## config.mk

```make
export PLATFORM = sky130hd
export DESIGN_NAME = ifetch_unit
export DESIGN_NICKNAME = d
export VERILOG_FILES = /design/src/rtl/rv_pkg.sv /design/src/rtl/ifetch_fifo.sv /design/src/rtl/ifetch_unit.sv
export SDC_FILE = /design/constraint.sdc
export NUM_CORES = 1
export LEC_CHECK = 0
export CORE_UTILIZATION = 30
export CTS_CLUSTER_DIAMETER = 30
export DETAILED_ROUTE_END_ITERATION = 16
export GPL_TIMING_DRIVEN = 0
export PLACE_DENSITY = 0.47
export SLEW_MARGIN = 20
export SYNTH_ARGS = -nofsm -noshare
export SYNTH_HDL_FRONTEND = slang
export SYNTH_SLANG_ARGS = --single-unit
```

## constraint.sdc

```tcl
create_clock -name clk -period 4.4 [get_ports clk]
set_clock_uncertainty 0.2 [all_clocks]
set_input_delay 0.44 -clock clk [delete_from_list [all_inputs] [get_ports clk]]
set_output_delay 0.44 -clock clk [all_outputs]
set_load 0.05 [all_outputs]
```

## src/rtl/rv_pkg.sv

```systemverilog
// Constants shared by the RV32 fetch and decode stages.
package rv_pkg;

    localparam int          PC_W = 16;
    localparam logic [31:0] NOP  = 32'h0000_0013;

    localparam logic [6:0] R_TYPE = 7'b0110011;
    localparam logic [6:0] I_TYPE = 7'b0010011;
    localparam logic [6:0] LOAD   = 7'b0000011;
    localparam logic [6:0] STORE  = 7'b0100011;
    localparam logic [6:0] BRANCH = 7'b1100011;
    localparam logic [6:0] JAL    = 7'b1101111;
    localparam logic [6:0] JALR   = 7'b1100111;
    localparam logic [6:0] AUIPC  = 7'b0010111;
    localparam logic [6:0] LUI    = 7'b0110111;

    typedef enum logic {
        FS_RUN   = 1'b0,
        FS_FLUSH = 1'b1
    } fetch_state_t;

endpackage

```

## src/rtl/ifetch_fifo.sv

```systemverilog
// Small synchronous FIFO with flush; storage is left unreset, only pointers and count.
module ifetch_fifo #(
    parameter int WIDTH = 48,
    parameter int DEPTH = 2
) (
    input  logic                         clk,
    input  logic                         rst_n,
    input  logic                         push_i,
    input  logic [WIDTH-1:0]             data_i,
    input  logic                         pop_i,
    input  logic                         flush_i,
    output logic [WIDTH-1:0]             data_o,
    output logic [$clog2(DEPTH+1)-1:0]   count_o,
    output logic                         full_o,
    output logic                         empty_o
);
    localparam int AW = $clog2(DEPTH);
    localparam int CW = $clog2(DEPTH+1);

    logic [WIDTH-1:0] mem_q [DEPTH];
    logic [AW-1:0]    rd_q, wr_q;
    logic [CW-1:0]    cnt_q;
    logic             do_push, do_pop;

    assign empty_o = (cnt_q == '0);
    assign full_o  = (cnt_q == CW'(DEPTH));
    assign count_o = cnt_q;
    assign data_o  = mem_q[rd_q];

    always_comb begin
        do_push = push_i && !flush_i;
        do_pop  = pop_i && !flush_i && !empty_o;
    end

    always_ff @(posedge clk or negedge rst_n) begin
        if (!rst_n) begin
            rd_q  <= '0;
            wr_q  <= '0;
            cnt_q <= '0;
        end else if (flush_i) begin
            rd_q  <= '0;
            wr_q  <= '0;
            cnt_q <= '0;
        end else begin
            if (do_push) wr_q <= wr_q + AW'(1);
            if (do_pop)  rd_q <= rd_q + AW'(1);
            cnt_q <= cnt_q + CW'(do_push) - CW'(do_pop);
        end
    end

    always_ff @(posedge clk) begin
        if (do_push) mem_q[wr_q] <= data_i;
    end

endmodule

```

## src/rtl/ifetch_unit.sv

```systemverilog
// Instruction fetch front end: credit-limited in-order word fetch, buffered responses,
// a registered decode-facing slot and redirect flush with stale-response dropping.
module ifetch_unit #(
    parameter int              PC_W     = rv_pkg::PC_W,
    parameter logic [PC_W-1:0] RESET_PC = '0,
    parameter int              DEPTH    = 2,
    parameter logic [31:0]     NOP      = rv_pkg::NOP
) (
    input  logic            clk,
    input  logic            rst_n,
    output logic            imem_req,
    output logic [PC_W-1:0] imem_addr,
    input  logic            imem_gnt,
    input  logic            imem_rvalid,
    input  logic [31:0]     imem_rdata,
    output logic [PC_W-1:0] pc,
    output logic [31:0]     instruction,
    output logic            instr_valid,
    input  logic            decode_ready,
    input  logic            redirect_valid,
    input  logic [PC_W-1:0] redirect_pc
);
    import rv_pkg::*;

    localparam int CW = $clog2(DEPTH+1);
    localparam int DW = PC_W + 32;

    function automatic logic [PC_W-1:0] align_pc(input logic [PC_W-1:0] a);
        return {a[PC_W-1:2], 2'b00};
    endfunction

    fetch_state_t    state_q, state_d;
    logic [PC_W-1:0] fetch_pc_q, fetch_pc_d, out_pc_q, out_pc_d;
    logic [31:0]     out_instr_q, out_instr_d;
    logic            out_vld_q, out_vld_d, first_q;
    logic [CW-1:0]   outst_q, outst_d, drop_q, drop_d;
    logic            rv, discard, keep, accept, pop, slot_free;
    logic            dat_push, dat_pop, dat_full, dat_empty, tag_full, tag_empty;
    logic [CW-1:0]   dat_cnt, tag_cnt;
    logic [DW-1:0]   dat_head;
    logic [PC_W-1:0] tag_head;

    assign pc          = out_pc_q;
    assign instruction = out_instr_q;
    assign instr_valid = out_vld_q;

    // Responses in the first cycle after reset release belong to pre-reset requests.
    always_comb begin
        rv        = imem_rvalid && !first_q;
        imem_req  = rst_n && !redirect_valid &&
                    (({1'b0, dat_cnt} + {1'b0, outst_q}) < (CW+1)'(DEPTH));
        imem_addr = fetch_pc_q;
        accept    = imem_req && imem_gnt;
        keep      = rv && !discard && !redirect_valid;
        pop       = out_vld_q && decode_ready;
        slot_free = !out_vld_q || pop;
        dat_pop   = slot_free && !dat_empty && !redirect_valid;
        dat_push  = keep && !(slot_free && dat_empty);
    end

    always_comb begin
        fetch_pc_d = fetch_pc_q;
        outst_d    = outst_q + CW'(accept) - CW'(rv);
        drop_d     = drop_q;
        if (redirect_valid) begin
            fetch_pc_d = align_pc(redirect_pc);
            drop_d     = outst_q - CW'(rv);
        end else begin
            if (accept)        fetch_pc_d = fetch_pc_q + PC_W'(4);
            if (rv && discard) drop_d     = drop_q - CW'(1);
        end
    end

    // The output slot sits in front of the FIFO; a response bypasses into it when both are free.
    always_comb begin
        out_vld_d   = out_vld_q;
        out_pc_d    = out_pc_q;
        out_instr_d = out_instr_q;
        if (redirect_valid) begin
            out_vld_d   = 1'b0;
            out_instr_d = NOP;
        end else if (slot_free) begin
            if (!dat_empty) begin
                out_vld_d               = 1'b1;
                {out_pc_d, out_instr_d} = dat_head;
            end else if (keep) begin
                out_vld_d   = 1'b1;
                out_pc_d    = tag_head;
                out_instr_d = imem_rdata;
            end else begin
                out_vld_d   = 1'b0;
                out_instr_d = NOP;
            end
        end
    end

    always_ff @(posedge clk or negedge rst_n) begin
        if (!rst_n) state_q <= FS_RUN;
        else        state_q <= state_d;
    end

    always_comb begin
        state_d = state_q;
        case (state_q)
            FS_RUN:   if (redirect_valid && drop_d != '0) state_d = FS_FLUSH;
            FS_FLUSH: if (drop_d == '0)                   state_d = FS_RUN;
            default:                                      state_d = FS_RUN;
        endcase
    end

    always_comb discard = (state_q == FS_FLUSH);

    always_ff @(posedge clk or negedge rst_n) begin
        if (!rst_n) begin
            fetch_pc_q  <= RESET_PC;
            outst_q     <= '0;
            drop_q      <= '0;
            out_vld_q   <= 1'b0;
            out_pc_q    <= RESET_PC;
            out_instr_q <= NOP;
            first_q     <= 1'b1;
        end else begin
            fetch_pc_q  <= fetch_pc_d;
            outst_q     <= outst_d;
            drop_q      <= drop_d;
            out_vld_q   <= out_vld_d;
            out_pc_q    <= out_pc_d;
            out_instr_q <= out_instr_d;
            first_q     <= 1'b0;
        end
    end

    ifetch_fifo #(.WIDTH(DW), .DEPTH(DEPTH)) u_dat_fifo (
        .clk(clk), .rst_n(rst_n), .push_i(dat_push), .data_i({tag_head, imem_rdata}),
        .pop_i(dat_pop), .flush_i(redirect_valid), .data_o(dat_head), .count_o(dat_cnt),
        .full_o(dat_full), .empty_o(dat_empty)
    );

    ifetch_fifo #(.WIDTH(PC_W), .DEPTH(DEPTH)) u_tag_fifo (
        .clk(clk), .rst_n(rst_n), .push_i(accept), .data_i(fetch_pc_q),
        .pop_i(keep), .flush_i(redirect_valid), .data_o(tag_head), .count_o(tag_cnt),
        .full_o(tag_full), .empty_o(tag_empty)
    );

    a_rvalid_outst: assert property (@(posedge clk) disable iff (!rst_n) rv |-> (outst_q != '0))
        else $error("imem_rvalid with no outstanding fetch");
    a_tag_balance: assert property (@(posedge clk) disable iff (!rst_n)
        ({1'b0, tag_cnt} + {1'b0, drop_q}) == {1'b0, outst_q})
        else $error("tag count and drop count do not cover outstanding fetches");
    a_no_overflow: assert property (@(posedge clk) disable iff (!rst_n)
        !(dat_push && dat_full && !dat_pop) && !(accept && tag_full) && !(keep && tag_empty))
        else $error("fetch buffer overflow or untagged response");

endmodule

```

Word-level counts from Yosys, hierarchy flattened

Memories as Yosys holds them, arrays and structs flattened.
Index checks and enable logic that the tools add are counted.

Memories: 2
Bits of input ports: 54
Output and inout bits: 66
Bits in writable memories: 128
Flip-flop bits (word level): 79
Logic and storage cells: 103

Bitwise gates (word level): 2
Eq/ne operators: 1
Add/sub/neg operators: 14
Magnitude comparators: 1
Mux-type cells: 31
Reduce and logical (&&, ||, !) cells: 38

Memories:

| name             | words | width | rd ports | clocked after memory_dff | write ports | RTL line          | text |
|---|---|---|---|---|---|---|---|
| u_dat_fifo.mem_q | 2     | 48    | 1        | 0                        | 1           | ifetch_fifo.sv:20 | `logic [WIDTH-1:0] mem_q [DEPTH];` |
| u_tag_fifo.mem_q | 2     | 16    | 1        | 0                        | 1           | ifetch_fifo.sv:20 |  |

Operator list:

| kind                  | count |
|---|---|
| $mux 32               | 4 |
| $mux 16               | 4 |
| $logic_and 1x1->1     | 19 |
| $mux 1                | 18 |
| $add 16x3->16 const B | 1 |
| $reduce_bool 2->1     | 7 |
| $mux 2                | 4 |
| $sub 2x1->2           | 4 |
| $logic_not 1->1       | 7 |
| $add 2x1->2           | 3 |
| $logic_not 2->1       | 3 |
| $add 1x1->1 const B   | 4 |
| $add 2x2->3           | 1 |
| $lt 3x2->1 const B    | 1 |
| $reduce_and 3->1      | 1 |
| $ne 2x1->1 const B    | 1 |
| $not 1->1             | 2 |
| $pmux 1 s2            | 1 |
| $sub 2x1->2 const B   | 1 |
| $logic_or 1x1->1      | 1 |

Depth between registers and ports, before layout

Gate-level depths: netlist (run 1).

Word-level depth: 9
Mapped depth: 14
Mapped depth without buffers: 12

By module

From an unflattened synthesis (run 1), not the netlist that was laid out.

Cells, all modules: 558
Area, all modules: 8466.9 sq um

By module, submodules not included:

| module                   | cells an instance | instances | area an instance (sq um) | seq. area each (sq um) |
|---|---|---|---|---|
| ifetch_fifo (u_dat_fifo) | 173               | 1         | 3726.1                   | 2982.9 |
| ifetch_unit              | 312               | 1         | 3337.0                   | 1731.7 |
| ifetch_fifo (u_tag_fifo) | 73                | 1         | 1403.8                   | 1061.0 |

Least setup slack after synthesis (run 1)

No wires, ideal clock.

Path kind: input -> register
Start point: input redirect_valid
End point: memory u_dat_fifo.mem_q[0][0], enable pin
Buffers on the path: 0
Required time: 3750 ps
Setup slack: 569 ps
Data arrival time: 3182 ps
Stages: 3
Cells stage by stage: nor4b_1 nand2_1 nor2_1

Longest elaborated chain between the ends: 6

RTL lines:

| item                           | RTL line                             | text |
|---|---|---|
| from (decl)                    | ifetch_unit.sv:20                    | `input logic redirect_valid,` |
| $logic_not 1->1 *              | ifetch_fifo.sv:31, ifetch_unit.sv:54 |  |
| $logic_and 1x1->1              | ifetch_unit.sv:54                    | `keep = rv && !discard && !redirect_valid;` |
| $logic_and 1x1->1              | ifetch_unit.sv:58                    | `dat_push = keep && !(slot_free && dat_empty);` |
| $logic_and 1x1->1 *            | ifetch_fifo.sv:31                    | `do_push = push_i && !flush_i;` |
| $mux 1 *                       | ifetch_fifo.sv:52                    | `if (do_push) mem_q[wr_q] <= data_i;` |
| $mux 1 (implied by the code) * | ifetch_fifo.sv:52                    |  |
| to (decl)                      | ifetch_fifo.sv:20                    |  |

Every way passes the cells marked *; elsewhere a longest branch is shown, timed or not.

Final worst setup path (run 1)

Start point: input rst_n
End point: output imem_req

Longest elaborated chain between the ends: 2

RTL lines:

| item                           | RTL line          | text |
|---|---|---|
| from (decl)                    | ifetch_unit.sv:10 | `input logic rst_n,` |
| $logic_and 1x1->1 (2 in a row) | ifetch_unit.sv:50 | `imem_req = rst_n && !redirect_valid &&` |
| to (decl)                      | ifetch_unit.sv:11 | `output logic imem_req,` |

No other way between the ends.

==> results of run 1 <==
[area by class of cell]
cell class,count,area [µm²],area share [%]
Buffer,32,147.6,1.458
Clock buffer,17,425.4,4.202
Clock inverter,15,167.7,1.656
Inverter,13,50.05,0.4943
Multi-Input combinational cell,313,2187,21.60
Sequential cell,195,5485,54.18
Tap cell,330,412.9,4.078
Timing Repair Buffer,118,1249,12.33
[routing by layer]
metal	wire [µm]	vias up	global-route usage [%]
met5	0	-	0
met4	200	0	4.082
met3	853	14	2.743
met2	8827	125	23.56
met1	8848	2486	19.71
li1	-	2328	-
[cell families after synthesis]
kind of cell    count (synthesis)  share of synthesized area, %
mux                            66                         8.657
compound gates                126                         10.09
other cells                     1                       0.04787
flops                         195                         70.02
simple gates                   96                         5.894
xor+xnor                       11                         1.230
buf+inv                        45                         2.523
fa+ha+maj                       9                         1.533
[state kept, by name, summed over array words and instances, names as in the netlist, 2 cells and up]
| register | flops |
|---|---|
| u_tag_fifo.count_o | 2 |
| imem_addr | 14 |
| u_tag_fifo.mem_q | 28 |
| instruction | 32 |
| drop_q | 2 |
| outst_q | 2 |
| pc | 14 |
| u_dat_fifo.mem_q | 92 |
| u_dat_fifo.count_o | 2 |
[worst register-to-register path, delay by kind of cell (launching register included)]
kind                     cells  cell delay, ns
buffers and inverters        5            0.63
flip-flops                   1            0.37
AND/OR/NAND/NOR              4            1.44
adder cells (fa/ha/maj)      1            0.42
[Yosys cell counts, types with 8 or more instances]
master / instances / area (µm²)
mux2i_1: 52 / 520.5
nand2_1: 32 / 120.1
mux2_2: 14 / 157.7
inv_1: 11 / 41.29
a21oi_1: 20 / 100.1
clkbuf_1: 19 / 71.32
edfxtp_1: 120 / 3603
o21ai_0: 50 / 250.2
ha_1: 8 / 100.1
dfrtp_1: 71 / 1777
a22oi_1: 31 / 232.7
nor2_1: 26 / 97.59
[report_power, final]
| part | internal (mW) | switching (mW) | total, mW |
|---|---|---|---|
| clock network | 0.764 | 0.756 | 1.52 |
| logic | 0.623 | 1.21 | 1.83 |
| registers | 2.18 | 0.157 | 2.34 |
[worst max path at each step]
stage	startpoint	endpoint	cells past startpoint
after floorplan	redirect_valid	u_dat_fifo.mem_q[0][0]$_DFFE_PP_	3
after global placement	rst_n	u_tag_fifo.mem_q[0][10]$_DFFE_PP_	8
after detailed placement	redirect_valid	u_tag_fifo.mem_q[0][12]$_DFFE_PP_	8
after CTS	rst_n	imem_req	6
after global routing	rst_n	imem_req	6
final	rst_n	imem_req	6
[timing repair]
item	CTS	global route
buffers inserted	0	0
endpoints found under the hold margin	24	0
resized for setup	0	0
hold buffers	1	0
==> run metrics, run 1 <==
DIE AREA 26760 µm²; r2r setup slk 0.97 ns; Skew-Pair Late Insertion Delay about 0.42 ns; Post-Layout Inst Area 10120 µm²; Die X 163.6 µm; Synthesis Warnings 0; critical path class in2out; EDFF count, synth 120; H-tree depth 4; Hold Violations, Final 0; CTS Root Buffer Type clkbuf_16; R2R Path End u_tag_fifo.mem_q[0][11]$_DFFE_PP_; die extent in y 163.6 µm; Routed WL 18730 µm; gr usage total ~15%; nets 753; n_diodes 0; most frequent cells in the layout edfxtp_1 (120), clkdlybuf4s50_1 (112), dfrtp_1 (71); Rel. slew slack 44.97%; CTS Sinks 195; Critical Path End Type output port; placed inst area 9522 µm²; routed via count 4953; # rows 58; setup TNS 0 ns; CP top delay family buffers and inverters; Routed WL per cell 18.13 µm; post-route ant nets 0; cts bufs inserted 17; routed vias/inst 4.795; slowest CP cell clkdlybuf4s50_1; num ports 120; status finished clean; core box area about 25000 µm²; initial antenna violation count 0; maximum number of pins on one net before global-route repair 53; sequential fraction of the synthesis area 70.02%; Worst R2R Start u_dat_fifo.count_o[0]$_DFF_PN0_; # DRC 0; synthesized cell area 7834 µm²; Initial Util between 30 and 40%; largest stage delay on the critical path 0.81 ns; path depth of the worst reg2reg path 10; dpl hpwl around 13000 µm; CP Cell Sequence dlygate4sd3_1 -> buf_4 -> buf_16 -> or4b_4 -> clkinv_2 -> clkdlybuf4s50_1; worst path bufs/invs 5; largest fanout on the critical path 52; Max Slew Vio Count 0; CTS tree done; DRT Pass-1 Iters 4; Max Root-Sink Buffers 2; Port Buffers roughly 110; filler-free cell count of the finished design 1033; 1st-iter DRT viols between 200 and 300; Cell Pwr Density 562.2 nW/µm²; commonest register cell after synthesis edfxtp_1; hold slack 0.2814 ns; Yosys reg bits 195; Tmin final around 3.8 ns; pre-CTS setup slack 0.7652 ns; maxcap violations 0; Worst Path Required 3.76 ns; Synth cell types 50; Final Setup Violations 0; first-pass GRT wire length 29190 µm; vias in the first global route 5219; Worst VDD drop 0.0002110 V; Mapped Cells 549; Async SR Flop Fraction 38.46%; syn avg cell area 14.27 µm²; layout cell share with drive strength beyond 1 10.38%; fin util 39.86%; worst slew pin tran 0.8179 ns; Worst-path clk slew ~0.08 ns; Startpoint Class input pin; Worst EP arrival approximately 3.2 ns; Final GP Congestion 0.7356; period utilisation layout 86.34%; Hold Crit Class in2async; placed cell count 1000; fmax between 200 and 300 MHz; RSZ-0062 raised after global routing no; power consumption 5.692 mW; most common cell after layout, fill and taps aside edfxtp_1; GRT overflow 0; Leak 3.674 nW; area delta synth->final 29.24%; setup ws final 0.6011 ns; Layout fillers 2407
No activity file was read; power rests on OpenSTA's default activity.
==> run 2: changes to the inputs <==
--- a/config.mk
+++ b/config.mk
@@ -5,11 +5,12 @@
 export SDC_FILE = /design/constraint.sdc
 export NUM_CORES = 1
 export LEC_CHECK = 0
+export ABC_AREA = 1
 export CORE_UTILIZATION = 30
 export CTS_CLUSTER_DIAMETER = 30
 export DETAILED_ROUTE_END_ITERATION = 16
 export GPL_TIMING_DRIVEN = 0
-export PLACE_DENSITY = 0.47
+export PLACE_DENSITY = 0.46
 export SLEW_MARGIN = 20
 export SYNTH_ARGS = -nofsm -noshare
 export SYNTH_HDL_FRONTEND = slang
==> run 2 against run 1 <==
Net effect: synthesized cell count up 38%; critical endpoint unchanged; total power is 3.0% higher; count of clock-buffer cells in the layout up 2; largest power group unchanged; sequential share of layout area is 2.2 points lower; final area increased by 4.3%; non-clock buffer count did not move.
==> run metrics, run 2 <==
vias in the first global route 5392 (+3.3%); RSZ-0062 raised after global routing no; largest stage delay on the critical path 0.79 ns (-0.02 ns); multiplexer share of the synthesized area 1.831% (-6.8 points); worst path bufs/invs 3 (-2); Max Root-Sink Buffers 2 (unchanged); setup ws final 1.096 ns (+0.4949 ns); Worst-path clk slew 0.08 ns (about the same); Rel. slew slack 36.06% (-8.9 points); XOR/XNOR share of the synthesized area 0.8543% (-0.38 points); Worst EP arrival 2.66 ns (-0.50 ns); Critical Path End Type output port; Yosys reg bits 195 (unchanged); power consumption 5.862 mW (+3.0%); Tmin final 3.304 ns (-0.4949 ns); DIE AREA 28000 µm² (+4.6%); largest fanout on the critical path 3 (-94%); cts bufs inserted 17 (unchanged); most frequent cell after synthesis nand2_1; period utilisation layout 75.09% (-11 points); n_diodes 0 (unchanged); synthesized cell area 8202 µm² (+4.7%); # rows 60 (+3.4%); CP Cell Sequence nand2_1 -> inv_1 -> fa_1 -> nor2_1 -> nand3_1 -> inv_1 -> clkdlybuf4s50_1; Mapped Cells 755 (+38%); worst slew pin tran 0.9491 ns (+0.1312 ns); sequential fraction of the synthesis area 66.88% (-3.1 points); Routed WL per cell 15.22 µm (-16%); DRT Pass-1 Iters 4 (unchanged); gr usage total 14.27% (-0.24 points); synth top area cells edfxtp_1 (44%), dfrtp_1 (22%), nand2_1 (11%), o21ai_0 (3.4%), inv_1 (3.3%); core box area 26880 µm² (+5.8%); Synthesis Warnings 0 (unchanged); status finished clean; Worst Path Required 3.76 ns (about the same); Biggest register u_dat_fifo.mem_q; die extent in y 167.3 µm (+2.3%); Final Setup Violations 0 (unchanged); pre-CTS setup slack 1.099 ns (+0.3341 ns); cell mode on critical path inv_1; initial antenna violation count 0 (unchanged); fmax 302.7 MHz (+15%); most common cell after layout, fill and taps aside nand2_1; post-route ant nets 0 (unchanged); commonest register cell after synthesis edfxtp_1; dpl hpwl 13010 µm (+1.1%); area leader, netlist edfxtp_1; Leak 4.281 nW (+17%); Max Slew Vio Count 0 (unchanged); Die X 167.3 µm (+2.3%); largest family of logic cells by synthesized area simple AND/OR/NAND/NOR gates; Cell Pwr Density 555.0 nW/µm² (-1.3%); CTS tree done; syn avg cell area 10.86 µm² (-24%); simple-gate share of the synthesized area 17.01% (+11 points); PostCTS Resize Cnt 0 (unchanged); Hold Violations, Final 0 (unchanged); Routed WL 19040 µm (+1.7%); placed cell count 1218 (+22%); Synth cell types 35 (-30%); fraction of the mapped netlist area in compound gates 6.331% (-3.8 points); filler-free cell count of the finished design 1251 (+21%); Post-CTS Hold Buffers 1 (unchanged); CTS Root Buffer Type clkbuf_16; Initial Util 30.52% (-0.33 points); setup bufs post-CTS 0 (unchanged); # DRC 0 (unchanged); routed via count 5519 (+11%); CP top delay family buffers and inverters; maxcap violations 0 (unchanged); Async SR Flop Fraction 38.46% (unchanged); layout cell share with drive strength beyond 1 9.011% (-1.4 points); Hold Crit Class in2async; maximum number of pins on one net before global-route repair 54 (+1.9%); Adder-Cell Fraction of Synth Area 1.465% (-0.069 points); Worst VDD drop 0.0002411 V (+14%); H-tree depth 4 (unchanged); num ports 120 (unchanged); Port Buffers 113 (unchanged); area delta synth->final 28.79%; first-pass GRT wire length 30280 µm (+3.7%); CTS Sinks 195 (unchanged); Post-synth top cells nand2_1 (238), edfxtp_1 (120), inv_1 (72); nets 960 (+27%); 1st-iter DRT viols 299 (+1.7%); most frequent cells in the layout nand2_1 (238), edfxtp_1 (120), clkdlybuf4s50_1 (112); Final GP Congestion 0.7175 (-2.5%); GRT overflow 0 (unchanged); Yosys top cell area share 43.94% (-2.1 points); Startpoint Class flip-flop; routed vias/inst 4.412 (-8.0%); EDFF count, synth 120 (unchanged); Skew-Pair Late Insertion Delay 0.44 ns (+0.02 ns); slowest CP cell clkdlybuf4s50_1; critical path class reg2out; fin util 39.30% (-0.56 points); number of flip-flops in the largest register 92 (unchanged)
[run 2: area by class of cell]
type	count	area, µm²
Buffer	31	173.9
Clock buffer	19	464.2
Clock inverter	13	162.7
Fill cell	2606	16310
Inverter	75	284.0
Multi-Input combinational cell	458	2293
Sequential cell	195	5485
Tap cell	341	426.7
Timing Repair Buffer	119	1272
[run 2: logic make-up after synthesis]
logic type	after synthesis
other	1
adders and majority gates	9
AOI/OAI and AO/OA	86
DFF	195
xor gates and xnor gates	8
and+or+nand+nor	335
buffers and inverters	106
muxes	15
[run 2: path summary, 6_finish.rpt]
kind / from / endpoint / slack (ns) / cells after the start
min in group clk: pc[14]$_DFFE_PN0P_ / pc[14]$_DFFE_PN0P_ / 0.29 / 2
setup / recovery: u_dat_fifo.count_o[0]$_DFF_PN0_ / imem_req / 1.10 / 7
max in group asynchronous: rst_n / instruction[0]$_DFFE_PN1P_ / 3.12 / 3
hold reg to reg: pc[14]$_DFFE_PN0P_ / pc[14]$_DFFE_PN0P_ / 0.29 / 2
hold / removal: rst_n / imem_addr[10]$_DFFE_PN0P_ / 0.25 / 2
setup reg to reg: u_dat_fifo.count_o[1]$_DFF_PN0_ / u_dat_fifo.mem_q[1][0]$_DFFE_PP_ / 1.60 / 6
[run 2: power breakdown]
group / internal (mW) / switching, mW
Clock: 0.908 / 0.724
Combinational: 0.589 / 1.22
Sequential: 2.23 / 0.188
Total: 3.73 / 2.14
[run 2: metal layers]
layer | GRT usage, % | part of all wire [%] | vias up
met1 | 20.09 | 50 | 2605
met4 | 3.869 | 0.98 | 0
met5 | 0 | 0 | -
met2 | 22.32 | 46 | 105
met3 | 2.860 | 3.2 | 12
li1 | - | - | 2797
[run 2: through the flow]
stage                     hold WS, ns  setup TNS (ns)  area (µm²)
after floorplan              -0.05559               0        8217
after global placement         0.2637         -251.80        9774
after detailed placement       0.1351               0        9926
after CTS                      0.2465               0       10560
after global routing           0.2594               0       10560
final                          0.2456               0       10560
